==> src/rtl/m3_cmd_pkg.sv <==
// Shared definitions for the m3 front-panel command generator:
// auto-repeat state encoding, key slot numbering and default timing.
package m3_cmd_pkg;

    typedef enum logic [1:0] {
        IDLE   = 2'd0,
        DELAY  = 2'd1,
        REPEAT = 2'd2
    } repState_e;

    localparam int KEY_START = 0;
    localparam int KEY_STOP  = 1;
    localparam int KEY_DIR   = 2;
    localparam int KEY_FUP   = 3;
    localparam int KEY_FDN   = 4;
    localparam int KEY_PUP   = 5;
    localparam int KEY_PDN   = 6;
    localparam int NUM_KEYS  = 7;

    localparam int DEF_DEB_CYCLES     = 1000;
    localparam int DEF_REP_DELAY      = 50000;
    localparam int DEF_REP_PERIOD     = 10000;
    localparam int DEF_KEY_ACTIVE_LOW = 1;
    localparam int DEF_CNT_W          = 16;

endpackage

==> src/rtl/m3_key_debounce.sv <==
// Conditions one raw push-button: polarity normalise, 2-flop synchroniser,
// stability counter and a one-cycle strobe when the debounced key goes down.
module m3_key_debounce
    import m3_cmd_pkg::*;
#(
    parameter int DEB_CYCLES     = DEF_DEB_CYCLES,
    parameter int KEY_ACTIVE_LOW = DEF_KEY_ACTIVE_LOW,
    parameter int CNT_W          = DEF_CNT_W
) (
    input  logic clkI,
    input  logic nRstI,
    input  logic keyI,
    output logic levelO,
    output logic prsO
);

    localparam logic [CNT_W-1:0] DEB_LAST = CNT_W'(DEB_CYCLES - 1);
    localparam logic [CNT_W-1:0] CNT_MAX  = '1;

    logic             keyPressed;
    logic             syncA;
    logic             syncB;
    logic             debLvl;
    logic             prsR;
    logic [CNT_W-1:0] debCnt;

    assign keyPressed = (KEY_ACTIVE_LOW != 0) ? ~keyI : keyI;

    // Two-stage synchroniser; both stages reset to the released state.
    always_ff @(posedge clkI) begin
        if (!nRstI) begin
            syncA <= 1'b0;
            syncB <= 1'b0;
        end else begin
            syncA <= keyPressed;
            syncB <= syncA;
        end
    end

    // Accept a new key state only after DEB_CYCLES consecutive differing samples.
    always_ff @(posedge clkI) begin
        if (!nRstI) begin
            debLvl <= 1'b0;
            debCnt <= '0;
            prsR   <= 1'b0;
        end else begin
            prsR <= 1'b0;
            if (syncB != debLvl) begin
                if (debCnt >= DEB_LAST) begin
                    debLvl <= syncB;
                    debCnt <= '0;
                    prsR   <= syncB;
                end else if (debCnt != CNT_MAX) begin
                    debCnt <= debCnt + CNT_W'(1);
                end
            end else begin
                debCnt <= '0;
            end
        end
    end

    assign levelO = debLvl;
    assign prsO   = prsR;

endmodule

==> src/rtl/m3_cmd_key_gen.sv <==
// Front-panel command generator for the 3-phase motor controller.
// Turns seven raw buttons into run/stop/direction levels and pulses plus
// frequency and power step pulses with auto-repeat while a key is held.
module m3_cmd_key_gen
    import m3_cmd_pkg::*;
#(
    parameter int DEB_CYCLES     = DEF_DEB_CYCLES,
    parameter int REP_DELAY      = DEF_REP_DELAY,
    parameter int REP_PERIOD     = DEF_REP_PERIOD,
    parameter int KEY_ACTIVE_LOW = DEF_KEY_ACTIVE_LOW,
    parameter int CNT_W          = DEF_CNT_W
) (
    input  logic clkI,
    input  logic nRstI,
    input  logic keyStartI,
    input  logic keyStopI,
    input  logic keyDirI,
    input  logic keyFreqUpI,
    input  logic keyFreqDnI,
    input  logic keyPwrUpI,
    input  logic keyPwrDnI,
    output logic m3startO,
    output logic m3forceStopO,
    output logic m3invRotateO,
    output logic m3freqINCo,
    output logic m3freqDECo,
    output logic m3powerINCo,
    output logic m3powerDECo
);

    localparam logic [CNT_W-1:0] DELAY_LAST  = CNT_W'(REP_DELAY - 1);
    localparam logic [CNT_W-1:0] PERIOD_LAST = CNT_W'(REP_PERIOD - 1);
    localparam logic [CNT_W-1:0] CNT_MAX     = '1;

    logic [NUM_KEYS-1:0] keyRaw;
    logic [NUM_KEYS-1:0] keyLvl;
    logic [NUM_KEYS-1:0] keyPrs;
    logic                unusedLvl;

    logic       startR;
    logic       forceStopR;
    logic       invRotR;
    logic       startNext;
    logic       invRotNext;
    logic [1:0] incNextV;
    logic [1:0] decNextV;
    logic [1:0] incR;
    logic [1:0] decR;

    assign keyRaw[KEY_START] = keyStartI;
    assign keyRaw[KEY_STOP]  = keyStopI;
    assign keyRaw[KEY_DIR]   = keyDirI;
    assign keyRaw[KEY_FUP]   = keyFreqUpI;
    assign keyRaw[KEY_FDN]   = keyFreqDnI;
    assign keyRaw[KEY_PUP]   = keyPwrUpI;
    assign keyRaw[KEY_PDN]   = keyPwrDnI;

    for (genvar k = 0; k < NUM_KEYS; k++) begin : gKey
        m3_key_debounce #(
            .DEB_CYCLES    (DEB_CYCLES),
            .KEY_ACTIVE_LOW(KEY_ACTIVE_LOW),
            .CNT_W         (CNT_W)
        ) uDeb (
            .clkI  (clkI),
            .nRstI (nRstI),
            .keyI  (keyRaw[k]),
            .levelO(keyLvl[k]),
            .prsO  (keyPrs[k])
        );
    end

    // Start, stop and direction react to press strobes only, not held levels.
    assign unusedLvl = ^{keyLvl[KEY_START], keyLvl[KEY_STOP], keyLvl[KEY_DIR]};

    // Run level and direction: stop beats start, direction only flips while stopped.
    always_comb begin
        startNext  = startR;
        invRotNext = invRotR;
        if (keyPrs[KEY_STOP]) begin
            startNext = 1'b0;
        end else if (keyPrs[KEY_START]) begin
            startNext = 1'b1;
        end
        if (keyPrs[KEY_DIR] && !startR && !startNext) begin
            invRotNext = ~invRotR;
        end
    end

    // One auto-repeat engine per axis: freq (FUP/FDN) and power (PUP/PDN).
    for (genvar a = 0; a < 2; a++) begin : gAxis
        localparam int UP_IDX = KEY_FUP + 2 * a;
        localparam int DN_IDX = KEY_FDN + 2 * a;

        repState_e        state;
        repState_e        stateNext;
        logic [CNT_W-1:0] repCnt;
        logic [CNT_W-1:0] repCntNext;
        logic             actDn;
        logic             actDnNext;
        logic             incNext;
        logic             decNext;
        logic             upLvl;
        logic             dnLvl;
        logic             upPrs;
        logic             dnPrs;
        logic             actLvl;

        assign upLvl  = keyLvl[UP_IDX];
        assign dnLvl  = keyLvl[DN_IDX];
        assign upPrs  = keyPrs[UP_IDX];
        assign dnPrs  = keyPrs[DN_IDX];
        assign actLvl = actDn ? dnLvl : upLvl;

        // Next state: both keys down always parks the axis in IDLE silently.
        always_comb begin
            stateNext  = state;
            repCntNext = repCnt;
            actDnNext  = actDn;
            incNext    = 1'b0;
            decNext    = 1'b0;
            if (upLvl && dnLvl) begin
                stateNext  = IDLE;
                repCntNext = '0;
            end else begin
                unique case (state)
                    IDLE: begin
                        if (upPrs ^ dnPrs) begin
                            stateNext  = DELAY;
                            repCntNext = '0;
                            actDnNext  = dnPrs;
                            incNext    = upPrs;
                            decNext    = dnPrs;
                        end
                    end
                    DELAY: begin
                        if (!actLvl) begin
                            stateNext  = IDLE;
                            repCntNext = '0;
                        end else if (repCnt >= DELAY_LAST) begin
                            stateNext  = REPEAT;
                            repCntNext = '0;
                            incNext    = !actDn;
                            decNext    = actDn;
                        end else if (repCnt != CNT_MAX) begin
                            repCntNext = repCnt + CNT_W'(1);
                        end
                    end
                    REPEAT: begin
                        if (!actLvl) begin
                            stateNext  = IDLE;
                            repCntNext = '0;
                        end else if (repCnt >= PERIOD_LAST) begin
                            repCntNext = '0;
                            incNext    = !actDn;
                            decNext    = actDn;
                        end else if (repCnt != CNT_MAX) begin
                            repCntNext = repCnt + CNT_W'(1);
                        end
                    end
                    default: begin
                        stateNext  = IDLE;
                        repCntNext = '0;
                    end
                endcase
            end
        end

        // Repeat state, timer and latched active key.
        always_ff @(posedge clkI) begin
            if (!nRstI) begin
                state  <= IDLE;
                repCnt <= '0;
                actDn  <= 1'b0;
            end else begin
                state  <= stateNext;
                repCnt <= repCntNext;
                actDn  <= actDnNext;
            end
        end

        assign incNextV[a] = incNext;
        assign decNextV[a] = decNext;
    end

    // Every command output leaves the block from a register.
    always_ff @(posedge clkI) begin
        if (!nRstI) begin
            startR     <= 1'b0;
            forceStopR <= 1'b0;
            invRotR    <= 1'b0;
            incR       <= 2'b00;
            decR       <= 2'b00;
        end else begin
            startR     <= startNext;
            forceStopR <= keyPrs[KEY_STOP];
            invRotR    <= invRotNext;
            incR       <= incNextV;
            decR       <= decNextV;
        end
    end

    assign m3startO     = startR;
    assign m3forceStopO = forceStopR;
    assign m3invRotateO = invRotR;
    assign m3freqINCo   = incR[0];
    assign m3freqDECo   = decR[0];
    assign m3powerINCo  = incR[1];
    assign m3powerDECo  = decR[1];

endmodule

==> config.mk <==
export PLATFORM = sky130hd
export DESIGN_NAME = m3_cmd_key_gen
export DESIGN_NICKNAME = d
export VERILOG_FILES = /design/src/rtl/m3_cmd_pkg.sv /design/src/rtl/m3_key_debounce.sv /design/src/rtl/m3_cmd_key_gen.sv
export SDC_FILE = /design/constraint.sdc
export NUM_CORES = 1
export LEC_CHECK = 0
export BUFFER_PORTS_ARGS = -buffer_cell sky130_fd_sc_hd__clkbuf_2
export CORE_MARGIN = 10
export CORE_UTILIZATION = 65
export CTS_CLUSTER_SIZE = 28
export DETAILED_ROUTE_END_ITERATION = 16
export PLACE_DENSITY_LB_ADDON = 0.12
export SYNTH_ARGS = -nofsm -noshare
export SYNTH_HDL_FRONTEND = slang
export SYNTH_SLANG_ARGS = --single-unit
==> constraint.sdc <==
create_clock -name clkI -period 3.8 [get_ports clkI]
set_input_delay 0.76 -clock clkI [delete_from_list [all_inputs] [get_ports clkI]]
set_output_delay 0.76 -clock clkI [all_outputs]
set_load 0.02 [all_outputs]
==> flow_results.xml <==
<?xml version="1.0" encoding="UTF-8"?>
<metrics>
  <group name="power_and_ir_drop">
    <metric name="sw_frac_of_total" unit="%">24.5</metric>
    <metric name="vdd.ir_drop.worst" unit="V">0.000422</metric>
    <metric name="p_seq_share" unit="%">52.2</metric>
    <metric name="power.internal" unit="mW">2.90</metric>
    <metric name="power_frac_comb" unit="%">4.7</metric>
    <metric name="clockPowerShare" unit="%">43.1</metric>
    <metric name="totalPowerFinal" unit="mW">3.84</metric>
    <metric name="power_switching" unit="uW">940</metric>
    <metric name="p_leak" unit="nW">3.02</metric>
    <metric name="power_per_cell_area" unit="nW/um^2">429</metric>
  </group>
  <group name="drt">
    <metric name="drcViolationCount" unit="">0</metric>
    <metric name="vias_per_cell" unit="">5.99</metric>
    <metric name="drt_first_pass_iters" unit="">5</metric>
    <metric name="drt_first_iter_violations" unit="">629</metric>
    <metric name="ant_nets" unit="">0</metric>
    <metric name="postRouteWirelength" unit="um">16200</metric>
    <metric name="detailroute.via_count" unit="">6647</metric>
    <metric name="wire_per_inst" unit="um">14.6</metric>
  </group>
  <group name="sta">
    <metric name="skew" unit="ns">0.00835</metric>
    <metric name="postLayoutSetupSlackWorst" unit="ns">1.22</metric>
    <metric name="final_hold_violation_count" unit="">0</metric>
    <metric name="setup-tns-final" unit="ns">0</metric>
    <metric name="slew_headroom" unit="%">38.5</metric>
    <metric name="maximum_frequency_from_static_timing_analysis" unit="GHz">0.387</metric>
    <metric name="finalMaxSlewViolations" unit="">0</metric>
    <metric name="fin_crit" unit="ns">2.58</metric>
    <metric name="timing_worst_slew_pin_value" unit="ns">0.922</metric>
    <metric name="setup-violations-final" unit="">0</metric>
    <metric name="final_min_period_over_clock_period" unit="%">68.0</metric>
    <metric name="rsz0062_at_grt" unit="">false</metric>
  </group>
  <group name="clocking">
    <metric name="tritoncts.num_buffers" unit="">17</metric>
    <metric name="clock_tree_from_tritoncts" unit="">yes</metric>
    <metric name="htreeDepth" unit="">4</metric>
    <metric name="cts-resized-gates" unit="">0</metric>
    <metric name="cts_sinks" unit="">185</metric>
    <metric name="clk_tree_root_cell" unit="">clkbuf_16</metric>
    <metric name="clkTransAtPathRegs" unit="ns">0.07</metric>
    <metric name="worst_skew_pair.late_latency" unit="ns">0.43</metric>
    <metric name="max-clock-path-buffers" unit="">2</metric>
    <metric name="ctsHoldBuffers" unit="">0</metric>
    <metric name="setup_fix_buffers_added_after_clock_tree_synthesis" unit="">0</metric>
  </group>
  <group name="final_layout">
    <metric name="nFillCells" unit="">897</metric>
    <metric name="final-seq-area" unit="sq um">3700</metric>
    <metric name="diodes" unit="">0</metric>
    <metric name="area_occupied_by_multi_input_gates" unit="sq um">4280</metric>
    <metric name="drive_above_1_share" unit="%">9.99</metric>
    <metric name="flow.area_growth_from_synthesis" unit="%">10.5</metric>
    <metric name="final_nets" unit="">958</metric>
  </group>
  <group name="critical_path">
    <metric name="timing.critical_path.to_type" unit="">flop</metric>
    <metric name="worst_reg2reg_path_startpoint" unit="">gAxis[0].repCnt[0]$_SDFFE_PP0P_</metric>
    <metric name="timing.critical_path.required" unit="ns">4.13</metric>
    <metric name="critPathArrivalTime" unit="ns">2.92</metric>
    <metric name="origin_of_the_worst_setup_path" unit="">gAxis[0].repCnt[0]$_SDFFE_PP0P_</metric>
    <metric name="critPathLaunchType" unit="">flop</metric>
    <metric name="worst-path-max-fanout" unit="">22</metric>
    <metric name="critical_path_class" unit="">flop to flop</metric>
  </group>
  <group name="synthesis">
    <metric name="post_synth_main_area_contributors" unit="">dfxtp_1, nor2_1, nand2_1</metric>
    <metric name="synth_area_per_cell" unit="sq um">9.19</metric>
    <metric name="synth.most_common_cell" unit="">dfxtp_1</metric>
    <metric name="synth_enable_flop_cells" unit="">0</metric>
    <metric name="synth_top_cells_by_count" unit="">dfxtp_1, nor2_1, nand2_1</metric>
    <metric name="synthDominantAreaCellType" unit="">dfxtp_1</metric>
    <metric name="synth_warnings" unit="">0</metric>
    <metric name="synth-main-ff-cell" unit="">dfxtp_1</metric>
    <metric name="synth_seq_area_share" unit="%">45.7</metric>
    <metric name="synth_top_cell_area_share" unit="%">45.7</metric>
    <metric name="unique_masters_post_synth" unit="">81</metric>
    <metric name="async_flop_share" unit="%">0</metric>
    <metric name="postSynthRegisterBits" unit="">185</metric>
    <metric name="netlist_area" unit="sq um">8100</metric>
    <metric name="syn-instance-count" unit="">882</metric>
  </group>
  <group name="die">
    <metric name="start_util" unit="%">66.9</metric>
    <metric name="die_height" unit="um">132</metric>
    <metric name="floorplan.die.width" unit="um">132</metric>
    <metric name="design.die.area" unit="sq um">17300</metric>
    <metric name="placementRows" unit="">40</metric>
    <metric name="floorplan_core_area" unit="sq um">12100</metric>
    <metric name="pin_count" unit="">16</metric>
  </group>
  <group name="global_route">
    <metric name="grt.total_usage" unit="%">18.8</metric>
    <metric name="grt_pass1_vias" unit="">6256</metric>
    <metric name="grt_start_max_net_pins" unit="">39</metric>
    <metric name="grt_remaining_overflow" unit="">0</metric>
    <metric name="wire_length_of_the_first_global_routing_pass" unit="um">28200</metric>
    <metric name="initial_antenna_violation_count" unit="">0</metric>
  </group>
  <group name="place">
    <metric name="weighted_congestion_reported_at_the_end_of_routability_driven_placement" unit="">0.905</metric>
    <metric name="dpl.hpwl" unit="um">11000</metric>
    <metric name="io_buffer_count" unit="">15</metric>
    <metric name="preCtsSetupSlack" unit="ns">1.26</metric>
  </group>
  <group name="hold_path">
    <metric name="hold_path_startpoint" unit="">gKey[1].uDeb.syncA$_SDFF_PN0_</metric>
    <metric name="min_path_type" unit="">flop to flop</metric>
  </group>
  <group name="run_status">
    <metric name="status" unit="">finished, final reports clean</metric>
  </group>
  <group name="flow_run">
    <metric name="max_cap_viol_count" unit="">0</metric>
  </group>
</metrics>
## routing by layer
metal	vias to the layer above	track usage, %	wire length [um]
met2	180	31.6	8010
li1	3282	-	-
met5	-	0	0
met1	3155	22.7	7310
met3	30	5.34	679
met4	0	5.75	236
## registers in the layout (all words and copies together) (netlist names)
name              flops
gKey.uDeb.syncB       7
gAxis.state           4
gKey.uDeb.debCnt    112
decR                  2
gKey.uDeb.levelO      7
m3forceStopO          1
m3invRotateO          1
gKey.uDeb.prsO        7
gKey.uDeb.syncA       7
gAxis.actDn           2
gAxis.repCnt         32
incR                  2
m3startO              1
## area by class of cell
| class | instances | share of cell area, % |
|---|---|---|
| Clock inverter | 14 | 1.45 |
| Clock buffer | 18 | 4.79 |
| Inverter | 28 | 1.17 |
| Sequential cell | 185 | 41.3 |
| Timing Repair Buffer | 18 | 1.09 |
| Tap cell | 168 | 2.35 |
| Multi-Input combinational cell | 678 | 47.8 |
## cell families (layout without fill, tap and decap cells)
logic type,count (synthesis),count (layout),synth area share [%]
multiplexers,12,12,1.48
buffers and inverters,60,78,3.35
flip-flops,185,185,45.7
adder cells (fa/ha/maj),21,21,3.24
AND/OR/NAND/NOR,409,409,27.6
XOR/XNOR,41,41,4.43
AO/OA/AOI/OAI,153,153,14.1
other,1,42,0.0463
## through the flow
stage               instances  hold slack (ns)  area (sq um)  utilization, %
global placement         1077            0.414          8400            69.3
CTS                      1109            0.437          8960            74.0
global route             1109            0.463          8960            74.0
finish                   1109            0.439          8960            74.0
detailed placement       1077            0.420          8400            69.3
floorplan                 923            0.404          8260               -
## critical path: stages (launching register included)
cell      delay [ns]
dfxtp_1         0.33
ha_1            0.27
nand3_1         0.20
a311oi_1        0.16
o22ai_2         0.76
nand3_1         0.42
o311ai_1        0.35
## worst paths after layout
check,to,slack [ns],cells past startpoint
setup / recovery,gAxis[0].repCnt[3]$_SDFFE_PP0P_,1.22,6
hold / removal,gKey[1].uDeb.syncB$_SDFF_PN0_,0.44,1
setup reg to reg,gAxis[0].repCnt[3]$_SDFFE_PP0P_,1.22,6
hold reg to reg,gKey[1].uDeb.syncB$_SDFF_PN0_,0.44,1
## placed cells by master (no fill, tap or decap), types with 22 or more instances in the layout
master	n
dfxtp_1	185
nor2_1	89
nand2_1	77
nand4_1	42
conb_1	42
a21oi_1	37
nand3_1	37
nor3_1	36
inv_1	28
a31oi_1	25
xnor2_1	22
## power groups by stage
stage          Clock, mW  Sequential, mW  Combinational, mW
2_1_floorplan          0            2.04              0.139
3_3_place_gp           0            2.05              0.167
3_5_place_dp           0            2.05              0.173
4_1_cts             1.69            2.01              0.175
5_1_grt             1.78            2.01              0.200
6_report            1.66            2.01              0.179
Power figures use the tool's default switching activity.
